===== src/rtl/event_encoder_4to2_if.sv =====
// Output handshake bundle for event_encoder_4to2.
// Ports: out_code (event index), out_valid (code is valid), out_ready (consumer accepts).
interface event_encoder_4to2_if;
    logic [1:0] out_code;
    logic       out_valid;
    logic       out_ready;

    modport master (
        output out_code,
        output out_valid,
        input  out_ready
    );

    modport slave (
        input  out_code,
        input  out_valid,
        output out_ready
    );
endinterface


===== src/rtl/event_encoder_4to2.sv =====
// Rising-edge event latch plus priority encoder behind a valid/ready handshake.
// Ports: clk, reset (sync, high), in[3:0] event lines, bus (code/valid/ready),
//        pending_o (pending-event register), overrun (sticky lost-event flag).
module event_encoder_4to2 #(
    parameter bit LSB_FIRST = 1'b0
) (
    input  logic                        clk,
    input  logic                        reset,
    input  logic [3:0]                  in,
    event_encoder_4to2_if.master        bus,
    output logic [3:0]                  pending_o,
    output logic                        overrun
);
    typedef enum logic {IDLE, PRESENT} state_t;

    state_t     state, state_n;
    logic [3:0] in_q;
    logic [3:0] pending, pending_n;
    logic [3:0] rise, clr, rem;
    logic [1:0] code_q, code_n;
    logic       take;

    // Highest-priority set bit; later loop iterations override earlier ones.
    function automatic logic [1:0] pick(input logic [3:0] v);
        logic [1:0] r;
        r = 2'd0;
        if (LSB_FIRST) begin
            for (int i = 3; i >= 0; i--)
                if (v[i]) r = i[1:0];
        end else begin
            for (int i = 0; i < 4; i++)
                if (v[i]) r = i[1:0];
        end
        return r;
    endfunction

    assign bus.out_valid = (state == PRESENT);
    assign bus.out_code  = code_q;
    assign pending_o     = pending;

    always_comb begin
        rise      = in & ~in_q;
        take      = (state == PRESENT) && bus.out_ready;
        clr       = take ? (4'b0001 << code_q) : 4'b0000;
        rem       = pending & ~clr;
        // Set wins over clear: a rise re-arms the bit just accepted.
        pending_n = rem | rise;
        state_n   = state;
        code_n    = code_q;
        unique case (state)
            IDLE: begin
                if (pending != 4'b0000) begin
                    code_n  = pick(pending);
                    state_n = PRESENT;
                end
            end
            PRESENT: begin
                if (bus.out_ready) begin
                    if (rem != 4'b0000)
                        code_n = pick(rem);
                    else
                        state_n = IDLE;
                end
            end
            default: state_n = IDLE;
        endcase
    end

    always_ff @(posedge clk) begin
        if (reset) begin
            // All-ones so lines held high through reset raise no event.
            in_q    <= 4'b1111;
            pending <= 4'b0000;
            overrun <= 1'b0;
            state   <= IDLE;
            code_q  <= 2'd0;
        end else begin
            in_q    <= in;
            pending <= pending_n;
            overrun <= overrun | (|(rise & rem));
            state   <= state_n;
            code_q  <= code_n;
        end
    end
endmodule


===== src/flat_wrapper.sv =====
// flat-port wrapper written by rule: the top's interface ports become plain ports
module event_encoder_4to2_flat 
#(
    parameter bit LSB_FIRST = 1'b0
)
  (clk, reset, in, pending_o, overrun, bus_out_code, bus_out_valid, bus_out_ready);
  event_encoder_4to2_if bus_i ();
  input  logic clk;
  input  logic reset;
  input  logic [3:0] in;
  output logic [3:0] pending_o;
  output logic overrun;
  output wire logic [$bits(bus_i.out_code)-1:0] bus_out_code;
  output wire logic [$bits(bus_i.out_valid)-1:0] bus_out_valid;
  input wire logic [$bits(bus_i.out_ready)-1:0] bus_out_ready;
  assign bus_out_code = bus_i.out_code;
  assign bus_out_valid = bus_i.out_valid;
  assign bus_i.out_ready = bus_out_ready;
  event_encoder_4to2 #(.LSB_FIRST(LSB_FIRST)) u_core (.clk(clk), .reset(reset), .in(in), .bus(bus_i), .pending_o(pending_o), .overrun(overrun));
endmodule

===== config.mk =====
export PLATFORM = sky130hd
export DESIGN_NAME = event_encoder_4to2_flat
export DESIGN_NICKNAME = d
export VERILOG_FILES = /design/src/rtl/event_encoder_4to2_if.sv /design/src/rtl/event_encoder_4to2.sv /design/src/flat_wrapper.sv
export SDC_FILE = /design/constraint.sdc
export NUM_CORES = 1
export LEC_CHECK = 0
export ABC_CLOCK_PERIOD_IN_PS = 3250
export CAP_MARGIN = 30
export CELL_PAD_IN_SITES_DETAIL_PLACEMENT = 2
export CELL_PAD_IN_SITES_GLOBAL_PLACEMENT = 2
export CORE_UTILIZATION = 28
export CTS_BUF_LIST = sky130_fd_sc_hd__clkbuf_8 sky130_fd_sc_hd__clkbuf_16
export DETAILED_ROUTE_END_ITERATION = 7
export HOLD_SLACK_MARGIN = 0.12
export PLACE_DENSITY = 0.89
export RECOVER_POWER = 50
export SYNTH_ARGS = -nofsm -noshare
export SYNTH_HDL_FRONTEND = slang
export SYNTH_SLANG_ARGS = --single-unit

===== constraint.sdc =====
create_clock -name clk -period 3.25 [get_ports clk]
set_input_delay 0.975 -clock clk [delete_from_list [all_inputs] [get_ports clk]]
set_output_delay 0.975 -clock clk [all_outputs]
set_load 0.01 [all_outputs]

### Yosys cells after proc, flatten, opt, wreduce, memory -nomap -nowiden

Index checks and enable logic that the tools add are counted.

| storage, ports and cells | value |
|---|---|
| logic and storage cells | 37 |
| bits of input ports | 7 |
| output and inout bits | 8 |
| flip-flop bits (word level) | 12 |

| cells by class | value |
|---|---|
| shift-type cells | 1 |
| mux-type cells | 15 |
| eq/ne operators | 3 |
| reduce and logical (&&, ||, !) cells | 5 |
| bitwise operators | 8 |

Operator list:

| cell | number |
|---|---|
| two-way mux 2 bit | 7 |
| AND 4 bit | 3 |
| NOT 4 bit | 2 |
| nonzero test 4 bit | 2 |
| two-way mux 1 bit | 5 |
| two-way mux 4 bit | 1 |
| inequality test 2 bit (second input constant) | 2 |
| bitwise OR 4 bit | 1 |
| case mux 2 bit (2 select lines) | 1 |
| OR reduction 4 bit | 1 |
| left shift 1 x 2 -> 4 bit (first input constant) | 1 |
| AND reduction 3 bit | 1 |
| inequality test 2 x 1 -> 1 bit (second input constant) | 1 |
| case mux 1 bit (2 select lines) | 1 |
| logical AND 1 bit | 1 |
| NOT 1 bit | 1 |
| bitwise OR 1 bit | 1 |

### Longest topological paths before layout

Gate-level depths: netlist of run 1.

| logic depth | value |
|---|---|
| depth after elaboration | 10 |
| gate-level depth with buffers | 5 |
| gate-level depth less buffers | 4 |

### Worst setup path after synthesis of run 1

OpenSTA, ideal clock, no wires.

| timing path | value |
|---|---|
| path type | input to register |
| from | input bus_out_ready |
| to | register u_core.code_q[0] (netlist: u_core.bus.out_code[0]) |
| data required time | 3.178 ns |
| slack | 1.341 ns |
| path buffers | 0 |
| data arrival time | 1.838 ns |
| stages on the path | 4 |
| setup time | 0.072 ns |
| cells stage by stage | nand3_2 -> or3_1 -> a311oi_2 -> mux2i_1 |

| between the ends | value |
|---|---|
| word-level cells in the longest chain between the ends | 10 |
| elaborated cells between the ends (all ways) | 14 |
| those cells by class | 2 x eq/ne; 7 x mux; 2 x bitwise; 3 x reduce/logical |

Ends and longest elaborated chain:

| what | RTL line | text |
|---|---|---|
| start: declaration | flat_wrapper.sv:15 | `input wire logic [$bits(bus_i.out_ready)-1:0] bus_out_ready;` |
| logical AND 1 bit | event_encoder_4to2.sv:43 | `take = (state == PRESENT) && bus.out_ready;` |
| two-way mux 4 bit | event_encoder_4to2.sv:44 | `clr = take ? (4'b0001 << code_q) : 4'b0000;` |
| NOT 4 bit | event_encoder_4to2.sv:45 | `rem = pending & ~clr;` |
| AND 4 bit | event_encoder_4to2.sv:45 |  |
| two-way mux 1 bit | event_encoder_4to2.sv:32 | `if (v[i]) r = i[1:0];` |
| two-way mux 2 bit (2 in series) | event_encoder_4to2.sv:32 |  |
| two-way mux 2 bit | event_encoder_4to2.sv:59 | `if (rem != 4'b0000)` |
| two-way mux 2 bit | event_encoder_4to2.sv:58 | `if (bus.out_ready) begin` |
| case mux 2 bit (2 select lines) | event_encoder_4to2.sv:50 | `unique case (state)` |
| end signal: assignment | event_encoder_4to2.sv:82 | `code_q <= code_n;` |
| end: declaration | event_encoder_4to2.sv:20 | `logic [1:0] code_q, code_n;` |

Parallel ways exist; a longest one is shown, timed or not. The select of a mux whose other input is x is not followed.
A chain may end at the register's enable or synchronous reset.

### Worst setup path after layout of run 1

Same ends and word-level chain as after synthesis.

==> impl_metrics.ini, run 1 <==
[power_and_ir_drop]
power_frac_clock = 0.407
pwr-share-comb = 0.162
peakVddDrop_mv = 0.271
switching_power_uw = 100
p_int_uw = 299
p_leak_uw = 0.000285
swShare = 0.251
p_seq_frac = 0.430
p_per_area_nw_per_um2 = 500

[worst_setup_path]
timing.rr.end = u_core.bus.out_code[0]$_SDFFE_PP0P_
arrival_ns = 2.76
end_kind = flip-flop
crit_path_start_kind = input pin
r2r-start = u_core.bus.out_code[1]$_SDFFE_PP0P_
r2r_cells = 4
critPathMaxFanout = 6
critPathKind = input pin to flip-flop
critPathRequiredTime_ns = 3.42
reg2reg_slack_ns = 1.53

[drt]
routed_wl_um = 1660
met1Wirelength_um = 842
dr.pass1.iters = 4
wl_met2_um = 724
antenna_left = 0
routed_via_density = 5.26
drc_errors = 0
route.detailed.wl_per_inst_um = 15.2
via_count = 573
drt_iter0_drc = 3
wl_met3_um = 71
highest_layer = met4

[clocking]
clock_latency_ns = 0.24
clk_pin_slew_ns = 0.05
post_cts_buffers = 0
h-tree-depth = 1
cts_hold_buf = 0
cts.sinks = 12
cts_tree = yes
cts_inserted_buffers = 3
root_buffer = clkbuf_8
clockBufferDepth = 2
cts_resized = 0

[die]
pin_count = 15
die_w_um = 47.8
fp-row-count = 16
die-area_um2 = 2280
start_util = 0.299
die_y_um = 47.8
core_um2 = 1960

[timing]
rsz0062_at_grt = no
tightestPinTransition_ns = 0.407
fin_crit_sh = 0.797
slew-limit-headroom = 0.726
slew_violations = 0
finalSetupTns_ns = 0
finalClockSkew_ns = 0.00544
fin_crit_ns = 2.59
max_freq_ghz = 0.386
hold_viol = 0
setup_violations = 0

[finish]
fin_nets = 90
drive_above_1_share = 0.0610
area_delta_synth_final_pct = 36.0
final_cells = 109
n_fill_cell = 255
diodes = 0

[placed_design]
hpwlAfterDp_um = 1180
gp_congestion = 0.808
portBuffers = 14
dp_cells = 105

[grt]
grt_pass1_vias = 591
track_usage = 0.176
antenna_found_initial = 0
grt_pass1_wl_um = 2710
grt_max_degree = 12
grt-ovfl-total = 0

[worst_hold_path]
hold_end = u_core.overrun$_SDFF_PP0_
hp-class = flip-flop to flip-flop
min_from = u_core.overrun$_SDFF_PP0_
hold_depth = 1

[outcome]
outcome = finished, final reports clean

[logic_synthesis]
synth_area_um2 = 587
ys_seq_elements = 12
synth_area_per_cell_um2 = 8.76
synth-warning-count = 0
synth_seq_area_share = 0.409
netlist_instances = 67
syn_nets = 74
synth_cell_types = 31

[job]
maxCapViolCount = 0
[cell families after synthesis]
kind of cell | count (synthesis) | synth area share
muxes | 3 | 0.0533
DFF | 12 | 0.409
buffers and inverters | 6 | 0.0405
AOI/OAI and AO/OA | 24 | 0.286
and+or+nand+nor | 22 | 0.211
[layer usage]
layer | GRT usage | vias up
met5 | 0 | -
li1 | - | 277
met4 | 0.0667 | 0
met1 | 0.241 | 277
met2 | 0.265 | 16
met3 | 0.0453 | 3
[through the flow]
step	setup WS, ns	power, uW	utilization	hold slack [ns]	area [um2]
after floorplan	1.34	208	-	0.477	587
after global placement	0.677	237	0.381	0.470	748
after detailed placement	0.589	240	0.381	0.488	748
after CTS	0.818	406	0.409	0.506	803
after global routing	0.588	416	0.407	0.527	798
final	0.661	399	0.407	0.487	798
[cells in the mapped netlist]
cell / count / area, um2
a311oi_2: 1 / 15.0
clkbuf_1: 2 / 7.51
buf_2: 1 / 5.00
or2_1: 4 / 25.0
o21a_1: 1 / 7.51
a21oi_1: 8 / 40.0
nor2_1: 5 / 18.8
nand3b_1: 1 / 7.51
a311oi_1: 1 / 8.76
a21o_1: 1 / 7.51
a21boi_0: 1 / 7.51
or3_1: 1 / 6.26
a22oi_1: 1 / 7.51
a211oi_1: 1 / 7.51
inv_1: 3 / 11.3
nand3_1: 1 / 5.00
dfxtp_1: 12 / 240
nand4_1: 2 / 12.5
nand2_1: 2 / 7.51
nand2b_1: 4 / 25.0
mux2_1: 1 / 11.3
a2111oi_1: 1 / 10.0
mux2i_1: 2 / 20.0
o32ai_1: 1 / 8.76
o221ai_1: 1 / 8.76
o21ai_1: 2 / 10.0
nor2b_1: 1 / 6.26
nand3_2: 1 / 10.0
o31a_1: 1 / 8.76
o31ai_1: 1 / 7.51
o22ai_1: 2 / 12.5
[critical path, cell delays in order]
cell,delay [ns]
dlygate4sd3_1,0.67
nand3_1,0.22
or3_1,0.38
a311oi_2,0.27
mux2i_1,0.23
[worst max-delay path by stage]
stage | start | end | depth (start not counted)
final | bus_out_ready | u_core.bus.out_code[0]$_SDFFE_PP0P_ | 5
after global routing | bus_out_ready | u_core.bus.out_code[0]$_SDFFE_PP0P_ | 5
after CTS | bus_out_ready | u_core.bus.out_code[0]$_SDFFE_PP0P_ | 5
after detailed placement | bus_out_ready | u_core.bus.out_code[0]$_SDFFE_PP0P_ | 5
after global placement | bus_out_ready | u_core.bus.out_code[0]$_SDFFE_PP0P_ | 5
after floorplan | bus_out_ready | u_core.bus.out_code[0]$_SDFFE_PP0P_ | 4
[state kept, by name, summed over array words and instances, names as in the netlist]
signal,flops
u_core.bus.out_code,2
u_core.bus.out_valid,1
u_core.in_q,4
u_core.overrun,1
u_core.pending_o,4
[cell usage in the layout (no fill, tap or decap)]
master,instances
a21o_1,1
or2_1,4
a22oi_1,1
or3_1,1
a211oi_1,1
a2111oi_1,1
a21boi_0,1
o31ai_1,1
clkbuf_8,4
o21ai_0,1
mux2i_1,2
a311oi_2,1
nand3_1,2
o31a_1,1
inv_1,3
o32ai_1,1
a311oi_1,1
a21oi_1,8
o22ai_1,2
o21a_1,1
dfxtp_1,12
nand2_1,2
clkdlybuf4s50_1,11
mux2_1,1
nor2_1,5
dlygate4sd3_1,3
nand3b_1,1
nand4_1,2
o221ai_1,1
o21ai_1,1
nand2b_1,4
nor2b_1,1
[power by group through the flow]
stage	Clock [uW]	Sequential [uW]	Combinational (uW)
2_1_floorplan	0	171	36.5
3_3_place_gp	0	174	62.5
3_5_place_dp	0	175	65.1
4_1_cts	167	173	66.1
5_1_grt	171	174	71.0
6_report	163	172	64.7
[layout make-up]
type                    count  area [um2]  share of cell area
repair buffers             14         140               0.176
clock buffers               4        55.1              0.0690
inverters                   3        11.3              0.0141
multi-input cells          49         318               0.398
well taps                  27        33.8              0.0423
flip-flops and latches     12         240               0.301
Power figures use the tool's default switching activity.
==> run 2, diff against run 1 <==
--- a/config.mk
+++ b/config.mk
@@ -5,15 +5,15 @@
 export SDC_FILE = /design/constraint.sdc
 export NUM_CORES = 1
 export LEC_CHECK = 0
-export ABC_CLOCK_PERIOD_IN_PS = 3250
+export ABC_CLOCK_PERIOD_IN_PS = 2500
 export CAP_MARGIN = 30
 export CELL_PAD_IN_SITES_DETAIL_PLACEMENT = 2
 export CELL_PAD_IN_SITES_GLOBAL_PLACEMENT = 2
-export CORE_UTILIZATION = 28
+export CORE_UTILIZATION = 26
 export CTS_BUF_LIST = sky130_fd_sc_hd__clkbuf_8 sky130_fd_sc_hd__clkbuf_16
 export DETAILED_ROUTE_END_ITERATION = 7
 export HOLD_SLACK_MARGIN = 0.12
-export PLACE_DENSITY = 0.89
+export PLACE_DENSITY = 0.84
 export RECOVER_POWER = 50
 export SYNTH_ARGS = -nofsm -noshare
 export SYNTH_HDL_FRONTEND = slang
==> constraint.sdc (replaced) <==
create_clock -name clk -period 2.5 [get_ports clk]
set_input_delay 0.75 -clock clk [delete_from_list [all_inputs] [get_ports clk]]
set_output_delay 0.75 -clock clk [all_outputs]
set_load 0.01 [all_outputs]
==> impl_metrics.ini, run 2 (same netlist as run 1, synthesis figures left out) <==
[timing]
hold_viol = 0
finalClockSkew_ns = 0.00340
max_freq_ghz = 0.448
fin_crit_sh = 0.893
finalSetupTns_ns = 0
setup_violations = 0
tightestPinTransition_ns = 0.423
holdWs_ns = 0.514
slew-limit-headroom = 0.716
fin_crit_ns = 2.23
rsz0062_at_grt = no
slew_violations = 0

[placed_design]
dp_cells = 106
gp_congestion = 0.773
portBuffers = 14
hpwlAfterDp_um = 1240

[die]
die_y_um = 49.5
core_um2 = 2040
start_util = 0.287
die-area_um2 = 2450
die_w_um = 49.5
fp-row-count = 16
pin_count = 15

[worst_setup_path]
crit_chain = dlygate4sd3_1 > nand2_1 > o31ai_1 > o22ai_1 > o31a_1
slowest_stage = dlygate4sd3_1
r2r_cells = 4
r2r-start = u_core.bus.out_code[0]$_SDFFE_PP0P_
crit_path_start_kind = input pin
critPathMaxFanout = 6
critPathRequiredTime_ns = 2.63
arrival_ns = 2.36
timing.rr.end = u_core.bus.out_code[1]$_SDFFE_PP0P_
critPathMaxStageDelay_ns = 0.66
reg2reg_slack_ns = 0.82
end_kind = flip-flop
critPathKind = input pin to flip-flop

[grt]
grt_max_degree = 12
track_usage = 0.161
antenna_found_initial = 0
grt_pass1_vias = 633
grt-ovfl-total = 0
grt_pass1_wl_um = 2900

[power_and_ir_drop]
swShare = 0.256
p_per_area_nw_per_um2 = 647
p_int_uw = 390
power_frac_clock = 0.411
p_seq_frac = 0.420
switching_power_uw = 135
peakVddDrop_mv = 0.326
pwr-share-comb = 0.169
p_leak_uw = 0.000294

[clocking]
cts_hold_buf = 0
cts_resized = 0
root_buffer = clkbuf_8
clock_latency_ns = 0.24
cts.sinks = 12
clk_pin_slew_ns = 0.06
h-tree-depth = 1
cts_tree = yes
post_cts_buffers = 0
cts_inserted_buffers = 3
clockBufferDepth = 2

[worst_hold_path]
hold_end = u_core.overrun$_SDFF_PP0_
min_from = u_core.overrun$_SDFF_PP0_
hold_depth = 1
hp-class = flip-flop to flip-flop

[drt]
antenna_left = 0
routed_wl_um = 1730
route.detailed.wl_per_inst_um = 15.7
drt_iter0_drc = 6
via_count = 566
routed_via_density = 5.15
dr.pass1.iters = 2
drc_errors = 0

[finish]
fin_nets = 91
diodes = 0
final_cell_mix = dfxtp_1, clkdlybuf4s50_1, a21oi_1
final_cells = 110
final_common_cell = dfxtp_1
area_delta_synth_final_pct = 38.2
utilization = 0.397
drive_above_1_share = 0.0843

[outcome]
outcome = finished, final reports clean

[job]
maxCapViolCount = 0
[run 2: changes by cell type in the layout (fill, tap and decap cells not counted)]
cell and change:
buf_4 +1, clkdlybuf4s50_1 -1, dlygate4sd3_1 +1, nand3_1 -1, nand3_2 +1
[run 2: worst max path at each step]
stage	from	end	slack, ns	cells past startpoint
floorplan	bus_out_ready	u_core.bus.out_code[0]$_SDFFE_PP0P_	0.82	4
global placement	bus_out_ready	u_core.bus.out_code[0]$_SDFFE_PP0P_	0.16	5
detailed placement	bus_out_ready	u_core.overrun$_SDFF_PP0_	0.12	5
CTS	u_core.bus.out_code[0]$_SDFFE_PP0P_	bus_out_code[0]	0.34	1
global route	bus_out_ready	u_core.bus.out_code[0]$_SDFFE_PP0P_	0.18	5
finish	bus_out_ready	u_core.overrun$_SDFF_PP0_	0.27	5
[run 2: cell type report]
class	count	area [um2]
tap	27	33.8
clock buffer	4	55.1
fill	248	1230
sequential	12	240
multi-input combinational	49	323
timing repair buffer	15	148
inverter	3	11.3
[run 2: metal layers]
metal	up-vias	part of all wire	GRT usage
met5	-	0	0
met3	2	0.028	0.0278
met4	0	0.0035	0.0571
met2	11	0.51	0.299
met1	271	0.45	0.184
li1	282	-	-
[run 2: power groups by stage]
stage                     clock network, uW  registers, uW  logic (uW)
after floorplan                           0            223        47.4
after global placement                    0            224        86.8
after CTS                               222            221        91.4
final                                   215            220        88.7
after detailed placement                  0            225        89.7
after global routing                    232            223        96.7
[run 2: critical path, delay by kind of cell]
family	cells	cell delay (ns)
AND/OR/NAND/NOR	1	0.13
AO/OA/AOI/OAI	3	0.82
buffers and inverters	1	0.66
[run 2: metrics by stage]
stage | total power (uW) | worst slack (ns) | area (um2)
after floorplan | 270 | 0.816 | 587
final | 525 | 0.269 | 811
after CTS | 534 | 0.339 | 811
after global placement | 311 | 0.157 | 756
after detailed placement | 314 | 0.118 | 756
after global routing | 551 | 0.180 | 811
==> run 3, diff against run 2 <==
--- a/config.mk
+++ b/config.mk
@@ -11,6 +11,7 @@
 export CELL_PAD_IN_SITES_GLOBAL_PLACEMENT = 2
 export CORE_UTILIZATION = 26
 export CTS_BUF_LIST = sky130_fd_sc_hd__clkbuf_8 sky130_fd_sc_hd__clkbuf_16
+export CTS_CLUSTER_SIZE = 20
 export DETAILED_ROUTE_END_ITERATION = 7
 export HOLD_SLACK_MARGIN = 0.12
 export PLACE_DENSITY = 0.84
==> results of run 3 <==
Final layout, timing and power as in run 2 (identical DEF).
